### src/rtl/cpu_mem_pkg.sv
// Shared definitions for the CPU instruction/data memory port: memory
// geometry, response-owner encoding and the address legality check.
package cpu_mem_pkg;

    localparam int MEM_DEPTH = 3000;
    localparam int BE_W      = 4;

    typedef enum logic [1:0] {
        RSP_NONE = 2'd0,
        RSP_F    = 2'd1,
        RSP_D    = 2'd2
    } rsp_owner_t;

    // A byte address is rejected when it is not word aligned or when its
    // full 30-bit word index lies beyond the end of the memory.
    function automatic logic addr_bad(input logic [31:0] addr, input logic [31:0] depth);
        logic [31:0] idx;
        idx = {2'b00, addr[31:2]};
        return (addr[1:0] != 2'b00) || (idx >= depth);
    endfunction

endpackage

### src/rtl/mem_rsp_router.sv
// Tracks which requester owns the access issued last cycle and steers the
// one-cycle-late RAM read data (or an error / write acknowledge) back to it.
module mem_rsp_router
    import cpu_mem_pkg::*;
(
    input  logic        clk,
    input  logic        rst,
    input  logic        grant_f,
    input  logic        grant_d,
    input  logic        grant_bad,
    input  logic        grant_we,
    input  logic [31:0] mem_rdata,
    output logic        f_rvalid,
    output logic [31:0] f_rdata,
    output logic        f_err,
    output logic        d_rvalid,
    output logic [31:0] d_rdata,
    output logic        d_err
);

    rsp_owner_t owner_r;
    logic       bad_r;
    logic       we_r;
    logic [31:0] rsp_data_s;

    // Owner FSM: next state is simply whoever was granted this cycle.
    always_ff @(posedge clk) begin
        if (rst) begin
            owner_r <= RSP_NONE;
            bad_r   <= 1'b0;
            we_r    <= 1'b0;
        end else begin
            case ({grant_f, grant_d})
                2'b10:   owner_r <= RSP_F;
                2'b01:   owner_r <= RSP_D;
                default: owner_r <= RSP_NONE;
            endcase
            bad_r <= grant_bad;
            we_r  <= grant_we;
        end
    end

    // Write acks and rejected accesses return zero data, good reads the RAM word.
    always_comb begin
        if (bad_r || we_r) begin
            rsp_data_s = 32'h0000_0000;
        end else begin
            rsp_data_s = mem_rdata;
        end
    end

    // Route the response to the owner; an in-flight response is dropped under reset.
    always_comb begin
        f_rvalid = 1'b0;
        f_rdata  = 32'h0000_0000;
        f_err    = 1'b0;
        d_rvalid = 1'b0;
        d_rdata  = 32'h0000_0000;
        d_err    = 1'b0;
        if (rst) begin
            f_rvalid = 1'b0;
            d_rvalid = 1'b0;
        end else begin
            case (owner_r)
                RSP_F: begin
                    f_rvalid = 1'b1;
                    f_err    = bad_r;
                    f_rdata  = rsp_data_s;
                end
                RSP_D: begin
                    d_rvalid = 1'b1;
                    d_err    = bad_r;
                    d_rdata  = rsp_data_s;
                end
                default: begin
                    f_rvalid = 1'b0;
                    d_rvalid = 1'b0;
                end
            endcase
        end
    end

endmodule

### src/rtl/mem_port_arbiter.sv
// Shares the single BRAM port between CPU fetch and load/store. Data wins
// contention except when fetch has already been denied MAX_WAIT cycles in
// a row. Misaligned or out-of-range accesses are granted but never reach
// the RAM; they come back as error responses.
module mem_port_arbiter
    import cpu_mem_pkg::*;
#(
    parameter int DEPTH    = MEM_DEPTH,
    parameter int MAX_WAIT = 4,
    parameter int AW       = $clog2(DEPTH)
) (
    input  logic              clk,
    input  logic              rst,
    input  logic              f_req,
    input  logic [31:0]       f_addr,
    output logic              f_gnt,
    output logic              f_rvalid,
    output logic [31:0]       f_rdata,
    output logic              f_err,
    input  logic              d_req,
    input  logic              d_we,
    input  logic [31:0]       d_addr,
    input  logic [31:0]       d_wdata,
    input  logic [BE_W-1:0]   d_be,
    output logic              d_gnt,
    output logic              d_rvalid,
    output logic              d_err,
    output logic [31:0]       d_rdata,
    output logic              mem_en,
    output logic [BE_W-1:0]   mem_we,
    output logic [AW-1:0]     mem_addr,
    output logic [31:0]       mem_wdata,
    input  logic [31:0]       mem_rdata
);

    localparam int WW = $clog2(MAX_WAIT + 1);
    localparam logic [WW-1:0] WAIT_SAT = WW'(MAX_WAIT);

    logic [WW-1:0] wait_cnt_r;
    logic          f_bad_s;
    logic          d_bad_s;
    logic          starve_s;
    logic          f_gnt_s;
    logic          d_gnt_s;
    logic          grant_bad_s;
    logic          grant_we_s;

    assign f_bad_s  = addr_bad(f_addr, 32'(DEPTH));
    assign d_bad_s  = addr_bad(d_addr, 32'(DEPTH));
    assign starve_s = (wait_cnt_r == WAIT_SAT);

    // Fixed data priority with an anti-starvation override for fetch.
    always_comb begin
        f_gnt_s = 1'b0;
        d_gnt_s = 1'b0;
        if (rst) begin
            f_gnt_s = 1'b0;
            d_gnt_s = 1'b0;
        end else if (f_req && d_req) begin
            f_gnt_s = starve_s;
            d_gnt_s = !starve_s;
        end else begin
            f_gnt_s = f_req;
            d_gnt_s = d_req;
        end
    end

    assign f_gnt = f_gnt_s;
    assign d_gnt = d_gnt_s;

    // Drive the RAM port from the winner; rejected accesses leave it idle.
    always_comb begin
        mem_en      = 1'b0;
        mem_we      = {BE_W{1'b0}};
        mem_addr    = {AW{1'b0}};
        mem_wdata   = 32'h0000_0000;
        grant_bad_s = 1'b0;
        grant_we_s  = 1'b0;
        if (f_gnt_s) begin
            mem_en      = !f_bad_s;
            mem_addr    = f_addr[AW+1:2];
            grant_bad_s = f_bad_s;
        end else if (d_gnt_s) begin
            mem_en      = !d_bad_s;
            mem_addr    = d_addr[AW+1:2];
            mem_wdata   = d_wdata;
            grant_bad_s = d_bad_s;
            grant_we_s  = d_we;
            if (d_we && !d_bad_s) begin
                mem_we = d_be;
            end else begin
                mem_we = {BE_W{1'b0}};
            end
        end else begin
            mem_en = 1'b0;
        end
    end

    // Count consecutive denied fetch cycles, saturating at MAX_WAIT.
    always_ff @(posedge clk) begin
        if (rst) begin
            wait_cnt_r <= {WW{1'b0}};
        end else if (f_req && !f_gnt_s) begin
            if (!starve_s) begin
                wait_cnt_r <= wait_cnt_r + {{(WW-1){1'b0}}, 1'b1};
            end else begin
                wait_cnt_r <= wait_cnt_r;
            end
        end else begin
            wait_cnt_r <= {WW{1'b0}};
        end
    end

    mem_rsp_router u_rsp (
        .clk       (clk),
        .rst       (rst),
        .grant_f   (f_gnt_s),
        .grant_d   (d_gnt_s),
        .grant_bad (grant_bad_s),
        .grant_we  (grant_we_s),
        .mem_rdata (mem_rdata),
        .f_rvalid  (f_rvalid),
        .f_rdata   (f_rdata),
        .f_err     (f_err),
        .d_rvalid  (d_rvalid),
        .d_rdata   (d_rdata),
        .d_err     (d_err)
    );

endmodule

### config.mk
export PLATFORM = sky130hd
export DESIGN_NAME = mem_port_arbiter
export DESIGN_NICKNAME = d
export VERILOG_FILES = /design/src/rtl/cpu_mem_pkg.sv /design/src/rtl/mem_rsp_router.sv /design/src/rtl/mem_port_arbiter.sv
export SDC_FILE = /design/constraint.sdc
export NUM_CORES = 1
export LEC_CHECK = 0
export CORE_AREA = 3 3 98 100
export CTS_CLUSTER_SIZE = 16
export DETAILED_ROUTE_END_ITERATION = 6
export DIE_AREA = 0 0 101 103
export GPL_TIMING_DRIVEN = 0
export REMOVE_ABC_BUFFERS = 1
export SYNTH_ARGS = -nofsm -noshare
export SYNTH_HDL_FRONTEND = slang
export SYNTH_SLANG_ARGS = --single-unit
### constraint.sdc
create_clock -name clk -period 4.9 [get_ports clk]
set_input_delay 0.735 -clock clk [delete_from_list [all_inputs] [get_ports clk]]
set_output_delay 0.735 -clock clk [all_outputs]
set_load 0.02 [all_outputs]
==> impl_metrics.py <==
metrics = {
    "clock_network": {
        "htree_levels": 1,
        "cts_tree": "yes",
        "cts_num_sinks": 7,
        "clock_latency_ns": 0.22,
        "clk_pin_slew_ns": 0.04,
        "clock-root-buffer": "clkbuf_8",
        "cts_setup_buffers": 0,
        "ctsHoldBuffers": 0,
        "clockBufferDepth": 2,
        "cts_resized": 0,
        "cts_buffers": 3,
    },
    "routing": {
        "first_iter_violations": 40,
        "wirelength_um": 8370,
        "route.detailed.drc": 0,
        "wl_per_cell_um": 15.3,
        "first_pass_iters": 4,
        "ant_nets": 0,
        "viasPerCell": 4.48,
        "vias": 2443,
    },
    "layout": {
        "fillers": 872,
        "seqCellArea_sq_um": 140,
        "design_area_sq_um": 4060,
        "area_growth_pct": 202,
        "n_antenna_cell": 0,
        "drive_gt1_share_pct": 3.20,
        "nets": 577,
        "multiInputGateArea_sq_um": 1110,
        "final_core_util_pct": 46.3,
    },
    "min_path": {
        "hold_class": "reg2reg",
        "min_from": "wait_cnt_r[0]$_SDFFE_PP0N_",
    },
    "sta": {
        "hold_ws_ns": 0.469,
        "rsz0062_at_grt": "no",
        "max_freq_mhz": 231,
        "report.final.slew_viol_count": 0,
        "hold_viol": 0,
        "setup-violations-final": 0,
        "slew_headroom_pct": 27.9,
        "tightest_slew_ns": 1.08,
        "period_share_pct": 88.3,
        "period_minus_slack_ns": 4.33,
        "fin_worst_skew_ns": 0.000228,
    },
    "synthesis": {
        "synthAdderAreaFrac_pct": 1.86,
        "synthCells": 196,
        "synth.area.mux_share_pct": 0.745,
        "synth-seq-cells": 7,
        "post-synth-top-count-cell": "and3_1",
        "async_reset_ff_share_pct": 0,
        "synth_top_family_by_area": "simple AND/OR/NAND/NOR gates",
        "synth_xor_area_share_pct": 0,
        "synth_ff_type": "dfxtp_1",
        "synth_top_area_share_pct": 44.7,
        "yosysUniqueCellTypes": 29,
        "ys_seq_area_share_pct": 10.4,
        "synth.area.top_cells": "and3_1 (45%), dfxtp_1 (10%), a22o_1 (7.8%)",
        "synth-edff-count": 0,
        "yosys.area.top_type": "and3_1",
        "synthSimpleGateAreaFrac_pct": 64.2,
        "synth_compound_area_share_pct": 14.4,
        "syn_avg_cell_area_sq_um": 6.86,
        "synth_area_sq_um": 1340,
        "synth_common_cells": "and3_1 (96), clkbuf_1 (18), a22o_1 (12), nor4_1 (10), and2_1 (8)",
        "ys_warn_count": 0,
    },
    "place": {
        "place.port_buffers": 255,
        "post_dp_cell_area_sq_um": 4010,
        "gp_congestion": 0.733,
        "dpl.hpwl_um": 7100,
    },
    "critical_path": {
        "endpoint_kind": "output pin",
        "crit_arrival_ns": 3.59,
        "worstPathRequired_ns": 4.16,
        "worstSetupPathType": "in2out",
        "path_max_fanout": 35,
        "r2r_start": "wait_cnt_r[0]$_SDFFE_PP0N_",
        "critPathLaunchType": "input pin",
        "startpoint": "f_req",
    },
    "die": {
        "die_x_um": 101,
        "start_util_pct": 15.3,
        "die_h_um": 103,
        "die_area_sq_um": 10400,
        "core_sq_um": 8760,
        "ios": 256,
        "rows": 34,
    },
    "grt": {
        "grt_pass1_wl_um": 11700,
        "grt_antenna_before_repair": 1,
        "gr-total-overflow": 0,
        "grt_pass1_vias": 2350,
        "grt_max_degree": 65,
        "grt_use_total_pct": 13.8,
    },
    "job": {
        "drv_cap": 0,
    },
    "power_and_ir_drop": {
        "p_leak_nw": 1.78,
        "ir_worst_vdd_v": 0.0000656,
        "power_density_nw_per_um2": 96.7,
    },
    "outcome": {
        "outcome": "complete, no violations",
    },
}
-- worst max-delay path, cell delays in order --
cell	delay, ns
clkdlybuf4s50_1	0.53
nand3_1	0.77
and2_1	0.69
a22o_1	0.29
clkdlybuf4s50_1	0.56
-- where the power goes --
part           internal (W)   total, W  switching, W
Clock             0.0000560  0.0000772     0.0000213
Sequential        0.0000595  0.0000619    0.00000237
Combinational      0.000158   0.000253     0.0000952
-- metrics by stage --
stage                     std cells  setup TNS [ns]  total power [W]  setup slack [ns]
after CTS                       545               0         0.000397             0.590
after detailed placement        541               0         0.000317             0.594
after floorplan                 175               0         0.000136              1.51
after global placement          538          -0.139         0.000310           -0.0528
final                           545               0         0.000392             0.573
after global routing            545               0         0.000415             0.413
-- metal layers --
layer	GRT usage, %	wire length (um)
met1	14.4	2980
met4	2.86	83
met3	4.94	1060
met5	0	7
met2	26.7	4230
-- registers in the layout, indices dropped and copies added, names as in the netlist --
name	flops
wait_cnt_r	3
u_rsp.bad_r	1
u_rsp.owner_r	2
u_rsp.we_r	1
-- final cells by class --
class / count / share of cell area [%]
clock buffers: 4 / 1.11
inverters: 7 / 0.647
multi-input cells: 161 / 27.5
flip-flops and latches: 7 / 3.45
well taps: 108 / 3.33
repair buffers: 258 / 64.0
-- placed cells by master, fill, tap and decap left out, types with 2 or more instances in the layout --
cell type,count
a211oi_1,2
a22o_1,12
and2_1,8
and3_1,96
and4_1,3
buf_8,3
clkbuf_8,3
clkdlybuf4s50_1,255
dfxtp_1,7
ha_1,2
inv_1,7
nand2_1,6
nand4_1,2
nand4b_1,2
nor2_1,2
nor3b_4,2
nor4_1,10
o22ai_1,2
-- path summary, 6_finish.rpt --
kind | cells past startpoint | endpoint | slack (ns)
worst max-delay path | 5 | mem_en | 0.57
worst min-delay path | 1 | wait_cnt_r[0]$_SDFFE_PP0N_ | 0.47
worst max register to register | 6 | u_rsp.bad_r$_SDFF_PP0_ | 2.47
worst min register to register | 1 | wait_cnt_r[0]$_SDFFE_PP0N_ | 0.47
-- cell families (layout without fill, tap and decap cells) --
kind of cell               count (synthesis)  count (layout)
and+or+nand+nor                          137             137
DFF                                        7               7
AOI/OAI and AO/OA                         21              21
adders and majority gates                  2               2
muxes                                      1               1
buffers and inverters                     28             269
(Power assumes the default switching activity.)
